`src/rtl/tmc4671_cmd_sequencer.sv`:
```
// Command stage in front of the TMC4671 SPI master: queues host register
// accesses, interleaves periodic poll reads and runs one SPI transfer at a time.
module tmc4671_cmd_sequencer #(
  parameter int FIFO_DEPTH     = 4,
  parameter int POLL_PERIOD    = 1000,
  parameter int TIMEOUT_CYCLES = 4096
) (
  input  logic        clk,
  input  logic        reset,
  input  logic        cmd_valid,
  output logic        cmd_ready,
  input  logic [6:0]  cmd_address,
  input  logic        cmd_write,
  input  logic [31:0] cmd_data,
  input  logic        poll_enable,
  input  logic [6:0]  poll_address,
  output logic        rsp_valid,
  output logic [6:0]  rsp_address,
  output logic [31:0] rsp_data,
  output logic        rsp_is_poll,
  output logic        busy,
  output logic        timeout_err,
  output logic        spi_transmit,
  output logic [6:0]  spi_address,
  output logic        spi_writeNOTread,
  output logic [31:0] spi_data_in,
  input  logic [31:0] spi_data_out,
  input  logic        spi_done,
  output logic [1:0]  state_dbg
);

  localparam int AW = $clog2(FIFO_DEPTH);
  localparam int CW = AW + 1;
  localparam int PW = $clog2(POLL_PERIOD);
  localparam int TW = $clog2(TIMEOUT_CYCLES);

  typedef enum logic [1:0] {S_IDLE, S_LAUNCH, S_WAIT, S_RESP} state_t;

  state_t        state;
  logic [39:0]   fifo_mem [FIFO_DEPTH];
  logic [AW-1:0] wr_ptr;
  logic [AW-1:0] rd_ptr;
  logic [CW-1:0] count;
  logic [PW-1:0] poll_cnt;
  logic          poll_pending;
  logic [TW-1:0] tcnt;
  logic          seen_low;
  logic          cur_is_poll;
  logic          push;
  logic          pop;
  logic          take_poll;

  // Handshake: a command transfers on a rising edge where cmd_valid and
  // cmd_ready are both 1; cmd_ready depends only on the registered count.
  assign cmd_ready = (count != CW'(FIFO_DEPTH));
  assign push      = cmd_valid & cmd_ready;
  assign take_poll = (state == S_IDLE) & poll_pending;
  assign pop       = (state == S_IDLE) & ~poll_pending & (count != '0);
  assign busy      = (state != S_IDLE) | (count != '0);
  assign state_dbg = state;

  always_ff @(posedge clk) begin
    if (push) fifo_mem[wr_ptr] <= {cmd_address, cmd_write, cmd_data};
  end

  always_ff @(posedge clk) begin
    if (reset) begin
      wr_ptr           <= '0;
      rd_ptr           <= '0;
      count            <= '0;
      poll_cnt         <= '0;
      poll_pending     <= 1'b0;
      state            <= S_IDLE;
      tcnt             <= '0;
      seen_low         <= 1'b0;
      cur_is_poll      <= 1'b0;
      rsp_valid        <= 1'b0;
      rsp_address      <= '0;
      rsp_data         <= '0;
      rsp_is_poll      <= 1'b0;
      timeout_err      <= 1'b0;
      spi_transmit     <= 1'b0;
      spi_address      <= '0;
      spi_writeNOTread <= 1'b0;
      spi_data_in      <= '0;
    end else begin
      if (push) wr_ptr <= wr_ptr + 1'b1;
      if (pop)  rd_ptr <= rd_ptr + 1'b1;
      case ({push, pop})
        2'b10:   count <= count + 1'b1;
        2'b01:   count <= count - 1'b1;
        default: count <= count;
      endcase

      // A wrap in the same cycle as a poll launch re-arms the flag.
      if (!poll_enable) begin
        poll_cnt     <= '0;
        poll_pending <= 1'b0;
      end else if (poll_cnt == PW'(POLL_PERIOD - 1)) begin
        poll_cnt     <= '0;
        poll_pending <= 1'b1;
      end else begin
        poll_cnt <= poll_cnt + 1'b1;
        if (take_poll) poll_pending <= 1'b0;
      end

      case (state)
        S_IDLE: begin
          if (take_poll) begin
            spi_address      <= poll_address;
            spi_writeNOTread <= 1'b0;
            spi_data_in      <= '0;
            cur_is_poll      <= 1'b1;
            spi_transmit     <= 1'b1;
            state            <= S_LAUNCH;
          end else if (pop) begin
            {spi_address, spi_writeNOTread, spi_data_in} <= fifo_mem[rd_ptr];
            cur_is_poll  <= 1'b0;
            spi_transmit <= 1'b1;
            state        <= S_LAUNCH;
          end
        end
        S_LAUNCH: begin
          spi_transmit <= 1'b0;
          seen_low     <= 1'b0;
          tcnt         <= '0;
          state        <= S_WAIT;
        end
        S_WAIT: begin
          // A done level still high from the previous transfer must drop first.
          if (!spi_done) seen_low <= 1'b1;
          if (spi_done && seen_low) begin
            if (!spi_writeNOTread) begin
              rsp_address <= spi_address;
              rsp_data    <= spi_data_out;
              rsp_is_poll <= cur_is_poll;
              rsp_valid   <= 1'b1;
              state       <= S_RESP;
            end else begin
              state <= S_IDLE;
            end
          end else if (tcnt == TW'(TIMEOUT_CYCLES - 1)) begin
            timeout_err <= 1'b1;
            state       <= S_IDLE;
          end else begin
            tcnt <= tcnt + 1'b1;
          end
        end
        S_RESP: begin
          rsp_valid <= 1'b0;
          state     <= S_IDLE;
        end
        default: state <= S_IDLE;
      endcase
    end
  end

endmodule
```
`config.mk`:
```
export PLATFORM = sky130hd
export DESIGN_NAME = tmc4671_cmd_sequencer
export DESIGN_NICKNAME = d
export VERILOG_FILES = /design/src/rtl/tmc4671_cmd_sequencer.sv
export SDC_FILE = /design/constraint.sdc
export NUM_CORES = 1
export LEC_CHECK = 0
export CORE_MARGIN = 2
export CORE_UTILIZATION = 50
export CTS_BUF_LIST = sky130_fd_sc_hd__clkbuf_8
export CTS_CLUSTER_DIAMETER = 200
export CTS_CLUSTER_SIZE = 20
export DETAILED_ROUTE_END_ITERATION = 10
export GPL_ROUTABILITY_DRIVEN = 1
export GPL_TIMING_DRIVEN = 0
export HOLD_SLACK_MARGIN = 0.15
export PLACE_DENSITY_LB_ADDON = 0.05
export SYNTH_ARGS = -nofsm -noshare
export SYNTH_HDL_FRONTEND = slang
export SYNTH_SLANG_ARGS = --single-unit
```
`constraint.sdc`:
```
create_clock -name clk -period 2.47 [get_ports clk]
set_input_delay 0.247 -clock clk [delete_from_list [all_inputs] [get_ports clk]]
set_output_delay 0.247 -clock clk [all_outputs]
set_load 0.01 [all_outputs]
```
==> impl_summary.txt <==
----------------------------------------------------
[Clock network]
  Clock Latency Late Sink ... 0.53 ns
  Cts bufs inserted ... 17
  TritonCTS clock tree ... done
  Number of setup buffers added after CTS ... 0
  Clock transition at path regs ... 0.12 ns
  CTS Sinks ... 279
  CTS Root Buffer Type ... sky130_fd_sc_hd__clkbuf_8
  Number of buffers between clock root and the deepest sink ... 3
  Maximum level of the CTS H-tree ... 1

[Floorplanning]
  Y dimension of the die ... 149 um
  Initial core utilization ... 51.3%
  Die area ... 22100 um^2
  Num ports ... 171
  Cell row count ... 52
  Width of the chip ... 149 um
  Core outline area ... 20400 um^2

[Power and ir drop]
  Peak supply drop ... 550 uV
  Static leakage ... 4.20 nW
  Areal power density over the cells ... 887 nW/um^2

[Yosys]
  Synth top area cells ... sky130_fd_sc_hd__edfxtp_1, sky130_fd_sc_hd__dfxtp_1, sky130_fd_sc_hd__mux4_2, sky130_fd_sc_hd__nand2_1, sky130_fd_sc_hd__a21oi_1
  Share of the yosys chip area belonging to registers ... 68.5%
  Nets in the synthesized netlist ... 878
  Number of synthesized flops with an enable pin ... 160
  Fraction of synthesized cell area taken by the top area cell type ... 45.8%
  Synth top cells by count ... sky130_fd_sc_hd__nand2_1, sky130_fd_sc_hd__edfxtp_1, sky130_fd_sc_hd__dfxtp_1
  Post-Synthesis Mean Instance Area ... 13.3 um^2
  Count of yosys warnings during synthesis ... 0
  Most used flip-flop cell after synthesis ... sky130_fd_sc_hd__edfxtp_1
  Cell Area, Synth ... 10500 um^2
  Gate Count Post-Synth ... 786
  Top-count cell post-synth ... sky130_fd_sc_hd__nand2_1
  Largest area contributor in the netlist ... sky130_fd_sc_hd__edfxtp_1
  Proportion of register bits with asynchronous set or reset after synthesis ... 0%
  Number of different library cells in the post-synthesis netlist ... 52
  Post-synthesis register bit count ... 279

[Cells and area]
  Fillcell total ... 1630
  Antenna diode count ... 0
  Fraction of layout cells with a size suffix above 1 ... 10.8%
  Fin cells ... 1257
  Number of nets in the layout ... 1071
  Synth-to-layout area growth ... 23.2%

[Drt]
  Number of detailed-route iterations in the first pass ... 5
  Drt wl/cell ... 17.2 um
  Count of unresolved DRC violations after routing ... 0
  Total wire length after detailed routing ... 21700 um
  DRC marker count from the first detailed-route iteration ... 336
  Vias after detailed routing ... 6601
  Vias per cell ... 5.25
  Number of nets still failing antenna checks after routing ... 0

[Timing]
  Number of setup violations in the final report ... 0
  Fmax ... 420 MHz
  Final WS setup ... 0.0862 ns
  Final critical-path required period ... 2.38 ns
  Hold Vio Cnt, Final ... 0
  Setup clock skew after layout ... 0.0158 ns
  Normalized max-slew margin ... 57.5%
  Slew at the pin closest to its max-slew limit ... 0.637 ns
  Total Negative Setup Slacks ... 0 ns
  Final period util ... 96.5%
  Number of pins with negative max-slew slack in the final report ... 0

[Status]
  Outcome ... complete, no violations

[Place]
  Count of port buffers added during placement ... 169
  Post-Place Cells ... 1229
  Pre-CTS setup slack ... 0.00119 ns
  Detailed Place HPWL ... 14800 um
  Gpl congestion ... 0.796

[Global route]
  Total grt overflow ... 0
  Number of global-route vias before repair ... 6494
  GRT Util Overall ... 19.7%
  Largest net degree at the start of global routing ... 34
  Antenna violations before repair ... 0
  Global-route wire length before repair ... 34400 um

[Min path]
  Hold WC Path Type ... primary input to flip-flop

[Worst setup path]
  CP endpoint kind ... flip-flop
  Arrival time of data at the critical path endpoint ... 2.84 ns
  Classification of the worst setup path ... flip-flop to flip-flop
  Largest fanout of any net on the critical path ... 8
  Worst endpoint required time ... 2.93 ns
  Critical path startpoint category ... flip-flop

[Flow run]
  Total of max-cap violations ... 0

----------------------------------------------------
[worst max-delay path, cell delays in order, from the launching register on]
cell and delay [ns]:
sky130_fd_sc_hd__dfxtp_1 0.40, sky130_fd_sc_hd__or2_2 0.41, sky130_fd_sc_hd__nor3_2 0.25, sky130_fd_sc_hd__ha_2 0.23
sky130_fd_sc_hd__inv_1 0.05, sky130_fd_sc_hd__fa_1 0.37, sky130_fd_sc_hd__xor2_1 0.16, sky130_fd_sc_hd__or3_1 0.31
sky130_fd_sc_hd__a21oi_1 0.14
[final timing paths]
path                             start                        end  slack, ns  cells past startpoint
max          state_dbg[0]$_SDFFE_PP0P_      count[2]$_SDFFE_PP0P_       0.09                      8
min                    spi_data_out[1]   rsp_data[1]$_SDFFE_PP0P_       0.26                      3
max reg2reg  state_dbg[0]$_SDFFE_PP0P_      count[2]$_SDFFE_PP0P_       0.09                      8
min reg2reg  rsp_data[11]$_SDFFE_PP0P_  rsp_data[11]$_SDFFE_PP0P_       0.46                      2
[kinds of logic (layout without fill, tap and decap cells)]
kind of cell,Yosys count,in the layout,synth area share (%)
compound gates,125,125,7.08
xor+xnor,13,13,1.09
fa+ha+maj,8,8,1.03
buf+inv,52,253,2.59
flops,279,279,68.5
mux,40,40,8.59
simple gates,269,269,11.1
[final cells by class]
| class | instances | area (um^2) | area share [%] |
|---|---|---|---|
| plain buffers | 41 | 230 | 1.78 |
| clock buffers | 17 | 234 | 1.81 |
| clock inverters | 10 | 41.3 | 0.320 |
| inverters | 11 | 41.3 | 0.320 |
| multi-input cells | 455 | 3040 | 23.6 |
| flip-flops and latches | 279 | 7190 | 55.7 |
| well taps | 270 | 338 | 2.62 |
| repair buffers | 174 | 1790 | 13.9 |
[registers in the layout, indices dropped and copies added, names as in the netlist, 2 cells and up, named ones only]
register,cells
poll_cnt,10
spi_address,7
count,3
rsp_data,32
spi_data_in,32
state_dbg,2
fifo_mem,160
rsp_address,7
tcnt,12
rd_ptr,2
wr_ptr,2
[stage by stage]
step                utilization (%)  power (W)  cell area, um^2  hold slack [ns]
global placement               61.3    0.00955            12500            0.435
global route                   63.2     0.0122            12900            0.241
CTS                            63.1     0.0116            12900            0.236
floorplan                         -    0.00811            10500            0.346
detailed placement             61.7    0.00962            12600            0.443
finish                         63.2     0.0115            12900            0.262
[placed cells by master, fill, tap and decap left out, types with 4 or more instances in the layout]
master                            instances
sky130_fd_sc_hd__edfxtp_1               160
sky130_fd_sc_hd__and3_2                   4
sky130_fd_sc_hd__mux4_2                  40
sky130_fd_sc_hd__clkbuf_8                17
sky130_fd_sc_hd__clkbuf_1                14
sky130_fd_sc_hd__nor3_1                   5
sky130_fd_sc_hd__dfxtp_1                117
sky130_fd_sc_hd__nand4_1                  5
sky130_fd_sc_hd__a21oi_1                 83
sky130_fd_sc_hd__nand2b_1                 5
sky130_fd_sc_hd__a311oi_1                11
sky130_fd_sc_hd__xnor2_1                  8
sky130_fd_sc_hd__nand3_1                 11
sky130_fd_sc_hd__nor2_1                  33
sky130_fd_sc_hd__xor2_1                   5
sky130_fd_sc_hd__inv_1                   19
sky130_fd_sc_hd__a31oi_1                  5
sky130_fd_sc_hd__clkdlybuf4s50_1        169
sky130_fd_sc_hd__nand2_1                180
sky130_fd_sc_hd__buf_2                   16
sky130_fd_sc_hd__o21ai_0                  6
sky130_fd_sc_hd__ha_1                     6
sky130_fd_sc_hd__buf_6                    6
[repair_timing]
action                                  CTS  global route
hold buffers                              1             0
endpoints found under the hold margin     1             0
resized for setup                         1             7
gates cloned                              0             0
endpoints found under the setup margin    1             1
[where the power goes]
group,total [W],internal (W),switching [W],leakage (nW)
Clock,0.00199,0.000652,0.00134,0.170
Sequential,0.00585,0.00554,0.000302,2.44
Combinational,0.00362,0.00175,0.00187,1.59
[layer usage]
layer  part of all wire [%]  global-route usage [%]  routed length, um  vias up
met2                     49                    34.9              10600      172
met5                      0                       0                  0        -
met3                    5.9                    4.01               1280       25
li1                       -                       -                  -     3235
met4                    1.8                    3.57                390        0
met1                     43                    25.8               9370     3169
(Power assumes the default switching activity.)
